$ cat config.mk
export PLATFORM = sky130hd
export DESIGN_NAME = spi_slave_rx
export DESIGN_NICKNAME = d
export VERILOG_FILES = /design/src/rtl/spi_slave_rx.sv
export SDC_FILE = /design/constraint.sdc
export NUM_CORES = 1
export LEC_CHECK = 0
export CAP_MARGIN = 20
export CORE_AREA = 2 2 105 107
export DETAILED_ROUTE_END_ITERATION = 7
export DIE_AREA = 0 0 107 109
export PLACE_DENSITY = 0.74
export SKIP_LAST_GASP = 1
export SLEW_MARGIN = 20
export SYNTH_ARGS = -nofsm -noshare
export SYNTH_HDL_FRONTEND = slang
export SYNTH_SLANG_ARGS = --single-unit
$ cat constraint.sdc
create_clock -name clk -period 5.38 [get_ports clk]
set_clock_uncertainty 0.1 [all_clocks]
set_input_delay 1.076 -clock clk [delete_from_list [all_inputs] [get_ports clk]]
set_output_delay 1.076 -clock clk [all_outputs]
set_load 0.02 [all_outputs]
$ cat src/rtl/spi_slave_rx.sv
// rtl/spi_slave_rx.sv - SPI receive stage: oversampled frame capture into a FWFT FIFO
//
// Reassembles MSB-first SPI frames from the upstream 16-bit master into parallel
// words, sampled in the clk domain, and queues them behind a valid/ready port.
//
// Ports:
//   clk        system clock, rising edge
//   reset      asynchronous active-high reset
//   spi_CS     chip select, active low (one frame per low period)
//   spi_sclk   SPI clock, idles low, data sampled on its rising edge
//   spiData    serial data, MSB first
//   rx_data    head-of-FIFO word, meaningful while rx_valid = 1
//   rx_valid   FIFO non-empty
//   rx_ready   consumer accepts rx_data when rx_valid & rx_ready
//   bit_cnt    bits received in the current frame (0..DATA_W)
//   fifo_count words currently held in the FIFO
//   frame_err  one-cycle pulse on a malformed frame
//   overflow   one-cycle pulse when a complete word is dropped on a full FIFO
`timescale 1ns/1ps

module spi_slave_rx #(
    parameter int DATA_W      = 16,
    parameter int FIFO_DEPTH  = 4,
    parameter int SYNC_STAGES = 2
) (
    input  logic                          clk,
    input  logic                          reset,
    input  logic                          spi_CS,
    input  logic                          spi_sclk,
    input  logic                          spiData,
    output logic [DATA_W-1:0]             rx_data,
    output logic                          rx_valid,
    input  logic                          rx_ready,
    output logic [4:0]                    bit_cnt,
    output logic [$clog2(FIFO_DEPTH):0]   fifo_count,
    output logic                          frame_err,
    output logic                          overflow
);

    localparam int PTR_W = $clog2(FIFO_DEPTH);
    localparam int CNT_W = PTR_W + 1;

    typedef enum logic [1:0] {ARM, IDLE, RECV, DONE} state_t;

    // Synchronisers and one-cycle-delayed copies for edge detection
    logic [SYNC_STAGES-1:0] r_cs_sync;
    logic [SYNC_STAGES-1:0] r_sclk_sync;
    logic [SYNC_STAGES-1:0] r_data_sync;
    logic                   r_cs_d;
    logic                   r_sclk_d;

    logic w_cs_s, w_sclk_s, w_data_s;
    logic w_sclk_rise, w_cs_rise, w_cs_fall;

    assign w_cs_s      = r_cs_sync[SYNC_STAGES-1];
    assign w_sclk_s    = r_sclk_sync[SYNC_STAGES-1];
    assign w_data_s    = r_data_sync[SYNC_STAGES-1];
    assign w_sclk_rise = w_sclk_s & ~r_sclk_d;
    assign w_cs_rise   = w_cs_s & ~r_cs_d;
    assign w_cs_fall   = ~w_cs_s & r_cs_d;

    always_ff @(posedge clk or posedge reset) begin
        if (reset) begin
            r_cs_sync   <= '0;
            r_sclk_sync <= '0;
            r_data_sync <= '0;
            r_cs_d      <= 1'b0;
            r_sclk_d    <= 1'b0;
        end else begin
            r_cs_sync   <= {r_cs_sync[SYNC_STAGES-2:0], spi_CS};
            r_sclk_sync <= {r_sclk_sync[SYNC_STAGES-2:0], spi_sclk};
            r_data_sync <= {r_data_sync[SYNC_STAGES-2:0], spiData};
            r_cs_d      <= w_cs_s;
            r_sclk_d    <= w_sclk_s;
        end
    end

    // Frame FSM. The shift register holds only DATA_W-1 bits: the last bit is
    // appended directly into the pushed word.
    state_t              r_state;
    logic [DATA_W-2:0]   r_shift;
    logic [4:0]          r_bit_cnt;
    logic                r_frame_err;
    logic                r_err_seen;
    logic                r_push;
    logic [DATA_W-1:0]   r_push_data;

    always_ff @(posedge clk or posedge reset) begin
        if (reset) begin
            r_state     <= ARM;
            r_shift     <= '0;
            r_bit_cnt   <= '0;
            r_frame_err <= 1'b0;
            r_err_seen  <= 1'b0;
            r_push      <= 1'b0;
            r_push_data <= '0;
        end else begin
            r_frame_err <= 1'b0;
            r_push      <= 1'b0;
            case (r_state)
                ARM: begin
                    // Skip any frame already in flight when reset was released
                    if (w_cs_s) r_state <= IDLE;
                end
                IDLE: begin
                    if (w_cs_fall) begin
                        r_state   <= RECV;
                        r_bit_cnt <= '0;
                    end
                end
                RECV: begin
                    // CS rising takes priority over a coincident sclk edge
                    if (w_cs_rise) begin
                        r_state     <= IDLE;
                        r_frame_err <= (r_bit_cnt != 5'd0);
                        r_bit_cnt   <= '0;
                    end else if (w_sclk_rise) begin
                        r_shift   <= {r_shift[DATA_W-3:0], w_data_s};
                        r_bit_cnt <= r_bit_cnt + 5'd1;
                        if (r_bit_cnt == 5'(DATA_W - 1)) begin
                            r_push      <= 1'b1;
                            r_push_data <= {r_shift, w_data_s};
                            r_err_seen  <= 1'b0;
                            r_state     <= DONE;
                        end
                    end
                end
                DONE: begin
                    if (w_cs_rise) begin
                        r_state   <= IDLE;
                        r_bit_cnt <= '0;
                    end else if (w_sclk_rise && !r_err_seen) begin
                        // Only the first surplus bit of a frame is flagged
                        r_frame_err <= 1'b1;
                        r_err_seen  <= 1'b1;
                    end
                end
                default: r_state <= ARM;
            endcase
        end
    end

    // First-word-fall-through FIFO; a separate count disambiguates full/empty
    logic [DATA_W-1:0] r_mem [FIFO_DEPTH];
    logic [PTR_W-1:0]  r_wr_ptr;
    logic [PTR_W-1:0]  r_rd_ptr;
    logic [CNT_W-1:0]  r_count;
    logic              r_overflow;

    logic w_pop, w_full, w_wr_en;

    assign rx_valid = (r_count != '0);
    assign w_pop    = rx_valid & rx_ready;
    assign w_full   = (r_count == CNT_W'(FIFO_DEPTH));
    // A simultaneous pop frees a slot, so a full FIFO still accepts the push
    assign w_wr_en  = r_push & (~w_full | w_pop);

    always_ff @(posedge clk or posedge reset) begin
        if (reset) begin
            for (int i = 0; i < FIFO_DEPTH; i++) r_mem[i] <= '0;
            r_wr_ptr   <= '0;
            r_rd_ptr   <= '0;
            r_count    <= '0;
            r_overflow <= 1'b0;
        end else begin
            r_overflow <= r_push & w_full & ~w_pop;
            if (w_wr_en) begin
                r_mem[r_wr_ptr] <= r_push_data;
                r_wr_ptr        <= r_wr_ptr + PTR_W'(1);
            end
            if (w_pop) r_rd_ptr <= r_rd_ptr + PTR_W'(1);
            case ({w_wr_en, w_pop})
                2'b10:   r_count <= r_count + CNT_W'(1);
                2'b01:   r_count <= r_count - CNT_W'(1);
                default: r_count <= r_count;
            endcase
        end
    end

    assign rx_data    = r_mem[r_rd_ptr];
    assign bit_cnt    = r_bit_cnt;
    assign fifo_count = r_count;
    assign frame_err  = r_frame_err;
    assign overflow   = r_overflow;

endmodule

[Word-level counts from Yosys, hierarchy flattened]
Cells that the tools add are included.
Word-level totals
  register bits after elaboration: 121
  latch bits: 0
  RAM bits: 0
  memory bits (read-only): 0
  logic and storage cells: 108
  memories: 0
Cells by class
  add/subtract/negate cells: 5
  multiply operators: 0
  divide/modulo/power cells: 0
  magnitude comparators: 3
  eq/ne operators: 17
  shift-type cells: 0
  mux-type cells: 33
  bitwise logic cells: 16
  reduce and logical (&&, ||, !) cells: 14
Operators with widths (count)
  bitwise mux 64 bit: 1
  two-way mux 16 bit: 3
  binary-select mux 16 bit (select 2 bit): 1
  demux 16 bit (select 2 bit): 1
  two-way mux 5 bit: 4
  != test 2 bit (second input constant): 8
  case mux 5 bit (3 select lines): 1
  two-way mux 1 bit: 12
  two-way mux 2 bit: 6
  case mux 2 bit (4 select lines): 1
  AND reduction 4 bit: 2
  AND 1 bit: 7
  equality test 2 bit (second input constant): 3
  greater-or-equal comparator 3 bit (second input constant): 2
  != test 3 bit (second input constant): 2
  inverter 1 bit: 6
  inverter 2 -> 3 bit: 2
  case mux 3 bit (2 select lines): 1
  AND reduction 6 bit: 1
  nonzero test 3 bit: 2
  adder 5 x 1 -> 5 bit (second input constant): 1
  equality test 5 x 4 -> 1 bit (second input constant): 1
  AND reduction 5 bit: 1
  nonzero test 5 bit: 1
  13 further kinds: 18

[Longest topological paths before layout]
Gate-level depths: netlist (run 1).
  depth in word-level cells: 6
  mapped depth: 10

[Worst setup path before layout (run 1)]
No wires, ideal clock.
  path type: input port to flip-flop
  start point: input port rx_ready
  end point: register r_count[2], in the netlist fifo_count[2]
  arrival: 2.579 ns
  slack: 2.622 ns
  cell stages on the path: 10
  buffers on the path: 1
  path through: nor4b_2 nor2b_2 buf_12 inv_1 ha_1 inv_1 fa_1 xor2_1 nor2_1 xor2_1
On the way
  cells in the longest elaborated chain, start to end: 5
  elaborated cells between the ends (all ways): 7
  those cells by class: 2 x eq/ne; 1 x mux; 3 x bitwise; 1 x reduce/logical
Ends and longest elaborated chain
  start, declared: line 33  | input logic rx_ready,
  AND 1 bit (*): line 153  | assign w_pop = rx_valid & rx_ready;
  bitwise OR 1 bit: line 156  | assign w_wr_en = r_push & (~w_full | w_pop);
  AND 1 bit: line 156
  equality test 2 x 1 -> 1 bit or equality test 2 bit (tied branches): line 172  | case ({w_wr_en, w_pop})
  case mux 3 bit (2 select lines) or nonzero test 2 bit (tied branches)
  end signal, assigned: line 173  | 2'b10: r_count <= r_count + CNT_W'(1);
  end signal, assigned: line 174  | 2'b01: r_count <= r_count - CNT_W'(1);
  end signal, assigned: line 175  | default: r_count <= r_count;
  end, declared: line 147  | logic [CNT_W-1:0] r_count;
Every way passes the cells marked *; elsewhere a longest branch is shown, timed or not.
A chain may end at the register's enable or synchronous reset.

[Worst setup path in the final report (run 1)]
  start point: register r_rd_ptr[0]
  end point: output port rx_data[0]
On the way
  cells in the longest elaborated chain, start to end: 4
Ends and longest elaborated chain
  start, declared: line 146  | logic [PTR_W-1:0] r_rd_ptr;
  start signal, assigned: line 171  | if (w_pop) r_rd_ptr <= r_rd_ptr + PTR_W'(1);
  inverter 2 -> 3 bit (implied by the code): line 180  | assign rx_data = r_mem[r_rd_ptr];
  binary-select mux 16 bit (select 2 bit): line 180
  two-way mux 16 bit (implied by the code) (2 in series): line 180
  end, declared: line 31  | output logic [DATA_W-1:0] rx_data,
No other way between the ends. The select of a mux whose other input is x is not followed.

==> results.tsv, run 1 <==
metric	value	unit
run_status	finished, final reports clean	
clockRootBuffer	clkbuf_8	
ctsResizeCount	0	
grt_max_degree	86	
gr-total-overflow	0	
gp_congestion	0.767	
p_int	1.84	mW
clock-sinks	121	
syn_nets	353	
drtIter0Drc	99	
crit_path_end_kind	output pin	
seq_power_share	41.6	%
dr.pass1.iters	4	
p_comb_share	14.0	%
critical_path.top_delay_family	buffers and inverters	
clockBufferDepth	2	
ant_nets	0	
switching_share	25.9	%
postSynth.asyncResetShare	100	%
pwr-share-clk	44.4	%
path_buf_inv	2	
syn2layout_area_growth	17.7	%
rsz0062_at_grt	false	
finalHoldViolCount	0	
viasPerCell	5.35	
cp_data_arrival_time	2.64	ns
p_sw	0.644	mW
syn_area	5470	um2
yosys_warnings	0	
critPathSlowestCell	dfrtp_1	
cts_tree	yes	
cts-htree-levels	4	
avgSynthCellArea	16.4	um2
wl_per_cell	17.5	um
clk_pin_slew_worst_paths	0.06	ns
clock.fmax	262	MHz
start_kind	flip-flop	
fp.coreArea	10600	um2
min_path_type	reg -> reg	
initial_core_util	51.6	%
synth-main-ff-cell	dfrtp_1	
portBuffers	32	
rows	38	
die_w	107	um
synth_edf_count	0	
crit_chain	buf_4 -> mux4_2 -> clkdlybuf4s50_1	
dieArea	11700	um2
crit_type	reg -> out	
setup_tns	0	ns
power.leakage	3.20	nW
yosysTopAreaCellShare	55.3	%
fin_crit_sh	71.0	%
period_minus_slack	3.82	ns
io_pins	33	
cp_max_fo	10	
synth.distinct_cells	42	
postSynthCellCount	333	
drive_gt1_share	40.7	%
ys_seq_area_share	55.3	%
fillCellCount	790	
grt_use_total	18.1	%
max_cap_violations	0	
ctsHoldBuffers	0	
final-setup-viol-count	0	
vdd_drop_max	224	uV
fp.dieH	109	um
grt_pass1_wl	15900	um
dp_hpwl	5670	um
post_cts_buffers	0	
synth-seq-cells	121	
max_stage_delay	0.69	ns
vias	2824	
cts-buffers-inserted	17	
drc	0	
n_antenna_cell	0	
grt_pass1_vias	3027	
cp_data_required_time	4.20	ns
layout.nets	395	
worstMarginPinSlew	0.923	ns
slew_headroom	38.2	%
synth_area_leader_cell	dfrtp_1	
p_per_area	386	nW/um2
post-route-util	60.8	%
slew_viol_final	0	
antenna_found_initial	0	
synth_area_leaders	dfrtp_1, mux2_2, mux2_4	
clock_latency	0.51	ns
dp.cells	496	
routed_wirelength	9250	um
final_cells	528	
## cells in the mapped netlist (3+ instances only)
cell type,number
dfrtp_1,121
nand2_1,4
mux2_2,55
xnor2_1,3
nand2_8,4
mux2i_1,3
buf_2,4
ha_1,13
inv_1,15
nor2_1,4
xor2_1,3
buf_12,5
o2bb2ai_1,3
o22ai_1,3
mux2_4,40
nand2b_1,6
mux4_2,16
## layout make-up
| cell class | count | area [um2] | share of cell area (%) |
|---|---|---|---|
| well taps | 140 | 175 | 2.72 |
| flip-flops and latches | 121 | 3030 | 47.0 |
| clock buffers | 19 | 432 | 6.70 |
| repair buffers | 35 | 343 | 5.32 |
| multi-input cells | 185 | 2250 | 34.9 |
| inverters | 15 | 61.3 | 0.952 |
| clock inverters | 13 | 153 | 2.37 |
## logic make-up after synthesis
| family | after synthesis | share of synthesized area, % |
|---|---|---|
| fa+ha+maj | 14 | 3.34 |
| flops | 121 | 55.3 |
| mux | 114 | 29.4 |
| simple gates | 34 | 5.08 |
| buf+inv | 27 | 3.57 |
| xor+xnor | 6 | 0.960 |
| compound gates | 17 | 2.31 |
## state kept, by name, indices dropped and copies added (netlist names)
name / count
r_err_seen: 1
fifo_count: 3
r_shift: 15
r_cs_sync: 2
frame_err: 1
r_wr_ptr: 2
overflow: 1
r_sclk_sync: 2
r_rd_ptr: 2
r_mem: 64
r_push: 1
r_cs_d: 1
r_state: 2
bit_cnt: 5
r_push_data: 16
r_data_sync: 2
r_sclk_d: 1
## worst register-to-register path, delay by kind of cell, from the launching register on
family | cells | cell delay (ns)
xor+xnor | 2 | 0.29
fa+ha+maj | 2 | 0.42
buf+inv | 2 | 0.20
flops | 1 | 0.41
simple gates | 3 | 0.97
## path summary, 6_finish.rpt
kind / startpoint / to / cells after the start / slack [ns]
setup / recovery: r_rd_ptr[0] / rx_data[0] / 3 / 1.56
hold / removal: r_data_sync[0] / r_data_sync[1] / 0 / 0.25
setup reg to reg: fifo_count[2] / fifo_count[2] / 9 / 2.87
hold reg to reg: r_data_sync[0] / r_data_sync[1] / 0 / 0.25
max in group asynchronous: reset / r_push / 3 / 3.40
min in group asynchronous: reset / r_push_data[12] / 2 / 0.99
## power groups by stage
stage                     registers (mW)  clock network (mW)  logic, mW
after floorplan                     1.01                   0      0.292
after global placement              1.05                   0      0.341
after detailed placement            1.05                   0      0.350
after CTS                           1.04                1.13      0.352
after global routing                1.05                1.17      0.381
final                               1.03                1.10      0.347
## through the flow
stage	hold WS, ns	power (mW)	cell area, um2	setup slack [ns]
after detailed placement	0.236	1.40	5850	1.82
after floorplan	0.231	1.30	5470	0.990
after global placement	0.234	1.39	5850	1.88
final	0.246	2.49	6440	1.56
after CTS	0.249	2.52	6440	1.46
after global routing	0.255	2.60	6440	1.38
## routing by layer
layer / vias up / track usage [%] / routed length (um)
met1: 1491 / 25.3 / 4350
met3: 10 / 5.14 / 293
met5: - / 0 / 0
li1: 1284 / - / -
met4: 0 / 6.31 / 119
met2: 39 / 27.6 / 4490
## cells in the final DEF, fill, tap and decap left out, drive strengths merged, types with 4 or more instances in the layout
| cell | n |
|---|---|
| clkbuf | 19 |
| clkdlybuf4s50 | 32 |
| clkinv | 8 |
| dfrtp | 121 |
| ha | 13 |
| inv | 15 |
| mux2 | 95 |
| mux4 | 16 |
| nand2 | 8 |
| nand2b | 6 |
| nor2 | 4 |
Power figures use the tool's default switching activity.
==> run 2, diff against run 1 <==
Settings changed: PLACE_DENSITY 0.74 to 0.77.
Clock period 5.38 ns to 3.39 ns, I/O delays scaled along.
==> results.tsv, run 2 (synthesized netlist as in run 1, its figures left out) <==
metric	value	unit
run_status	finished, final reports clean	
cts-buffers-inserted	17	
drive_gt1_share	40.2	%
cts-htree-levels	4	
routed_wirelength	9430	um
slew_headroom	37.1	%
dp_hpwl	5820	um
ant_nets	0	
fin_crit_sh	92.2	%
max_cap_violations	0	
layout_common_cells	dfrtp_1, mux2_2, mux2_4	
grt_max_degree	70	
clock.fmax	320	MHz
p_comb_share	15.8	%
n_antenna_cell	0	
rows	38	
syn2layout_area_growth	17.9	%
min_path_type	reg -> reg	
grt_pass1_vias	3013	
switching_share	25.5	%
largest_reg_flops	64	
viasPerCell	5.43	
cp_data_required_time	2.61	ns
clock_latency	0.51	ns
io_pins	33	
drtIter0Drc	78	
crit_type	reg -> out	
p_int	2.95	mW
worst_slack	0.264	ns
portBuffers	32	
fp.dieH	109	um
gp_congestion	0.759	
fillCellCount	783	
grt_pass1_wl	15600	um
seq_power_share	40.2	%
rsz0062_at_grt	false	
wl_per_cell	17.9	um
crit_path_end_kind	output pin	
p_per_area	613	nW/um2
clk_pin_slew_worst_paths	0.06	ns
dieArea	11700	um2
clock-sinks	121	
period_minus_slack	3.13	ns
clockBufferDepth	2	
dr.pass1.iters	4	
slew_viol_final	0	
p_sw	1.01	mW
vdd_drop_max	405	uV
clockRootBuffer	clkbuf_8	
vias	2868	
reg_top3	r_mem: 64 flops, r_push_data: 16 flops, r_shift: 15 flops	
final-setup-viol-count	0	
pwr-share-clk	44.0	%
start_kind	flip-flop	
fp.coreArea	10600	um2
post_cts_buffers	0	
preCtsSetupSlack	0.217	ns
largest-register	r_mem	
power.leakage	3.20	nW
worstMarginPinSlew	0.940	ns
gr-total-overflow	0	
ctsResizeCount	0	
ctsHoldBuffers	0	
setup_tns	0	ns
finalHoldViolCount	0	
die_w	107	um
antenna_found_initial	0	
cp_data_arrival_time	2.35	ns
cts_tree	yes	
post-route-util	60.8	%
initial_core_util	51.6	%
cp_max_fo	10	
mostFrequentLayoutCell	dfrtp_1	
drc	0	
layout.nets	396	
grt_use_total	17.8	%
run 2: area by class of cell:
cell class,instances,area [um2],area share [%]
Multi-Input combinational cell,185,2250,34.9
Inverter,15,60.1,0.931
Tap cell,140,175,2.72
Timing Repair Buffer,36,363,5.62
Clock buffer,22,453,7.02
Sequential cell,121,3030,46.9
Clock inverter,9,123,1.90
run 2: path summary, 6_finish.rpt:
kind,start,endpoint,slack (ns),cells past startpoint
max,r_rd_ptr[1],rx_data[9],0.26,3
min,r_cs_sync[0],r_cs_sync[1],0.25,0
max reg2reg,fifo_count[2],fifo_count[2],0.86,9
min reg2reg,r_cs_sync[0],r_cs_sync[1],0.25,0
max in group asynchronous,reset,r_mem[53],1.85,3
min in group asynchronous,reset,r_rd_ptr[1],0.55,2
run 2: per-stage QoR:
stage          instance area (um2)  hold WS (ns)  power, mW  instances
3_3_place_gp                  5880         0.233       2.22        497
3_5_place_dp                  5880         0.239       2.25        497
4_1_cts                       6450         0.253       4.00        528
6_report                      6450         0.250       3.96        528
2_1_floorplan                 5480         0.231       2.07        333
5_1_grt                       6450         0.265       4.12        528
run 2: power by group through the flow:
stage          Combinational [mW]  Clock (mW)  Sequential (mW)
5_1_grt                     0.684        1.83             1.60
4_1_cts                     0.637        1.77             1.59
2_1_floorplan               0.463           0             1.60
3_3_place_gp                0.612           0             1.61
3_5_place_dp                0.631           0             1.62
6_report                    0.625        1.74             1.59
run 2: metal layers:
layer  vias up  wire length (um)  GRT usage (%)
li1       1289                 -              -
met1      1521              4510           24.0
met2        48              4530           28.0
met3        10               292           5.14
met4         0                99           6.22
met5         -                 0              0
run 2: critical path, cell delays in order (launching register included):
cell and delay (ns):
dfrtp_1 0.61, buf_4 0.32, mux4_2 0.35, clkdlybuf4s50_1 0.56
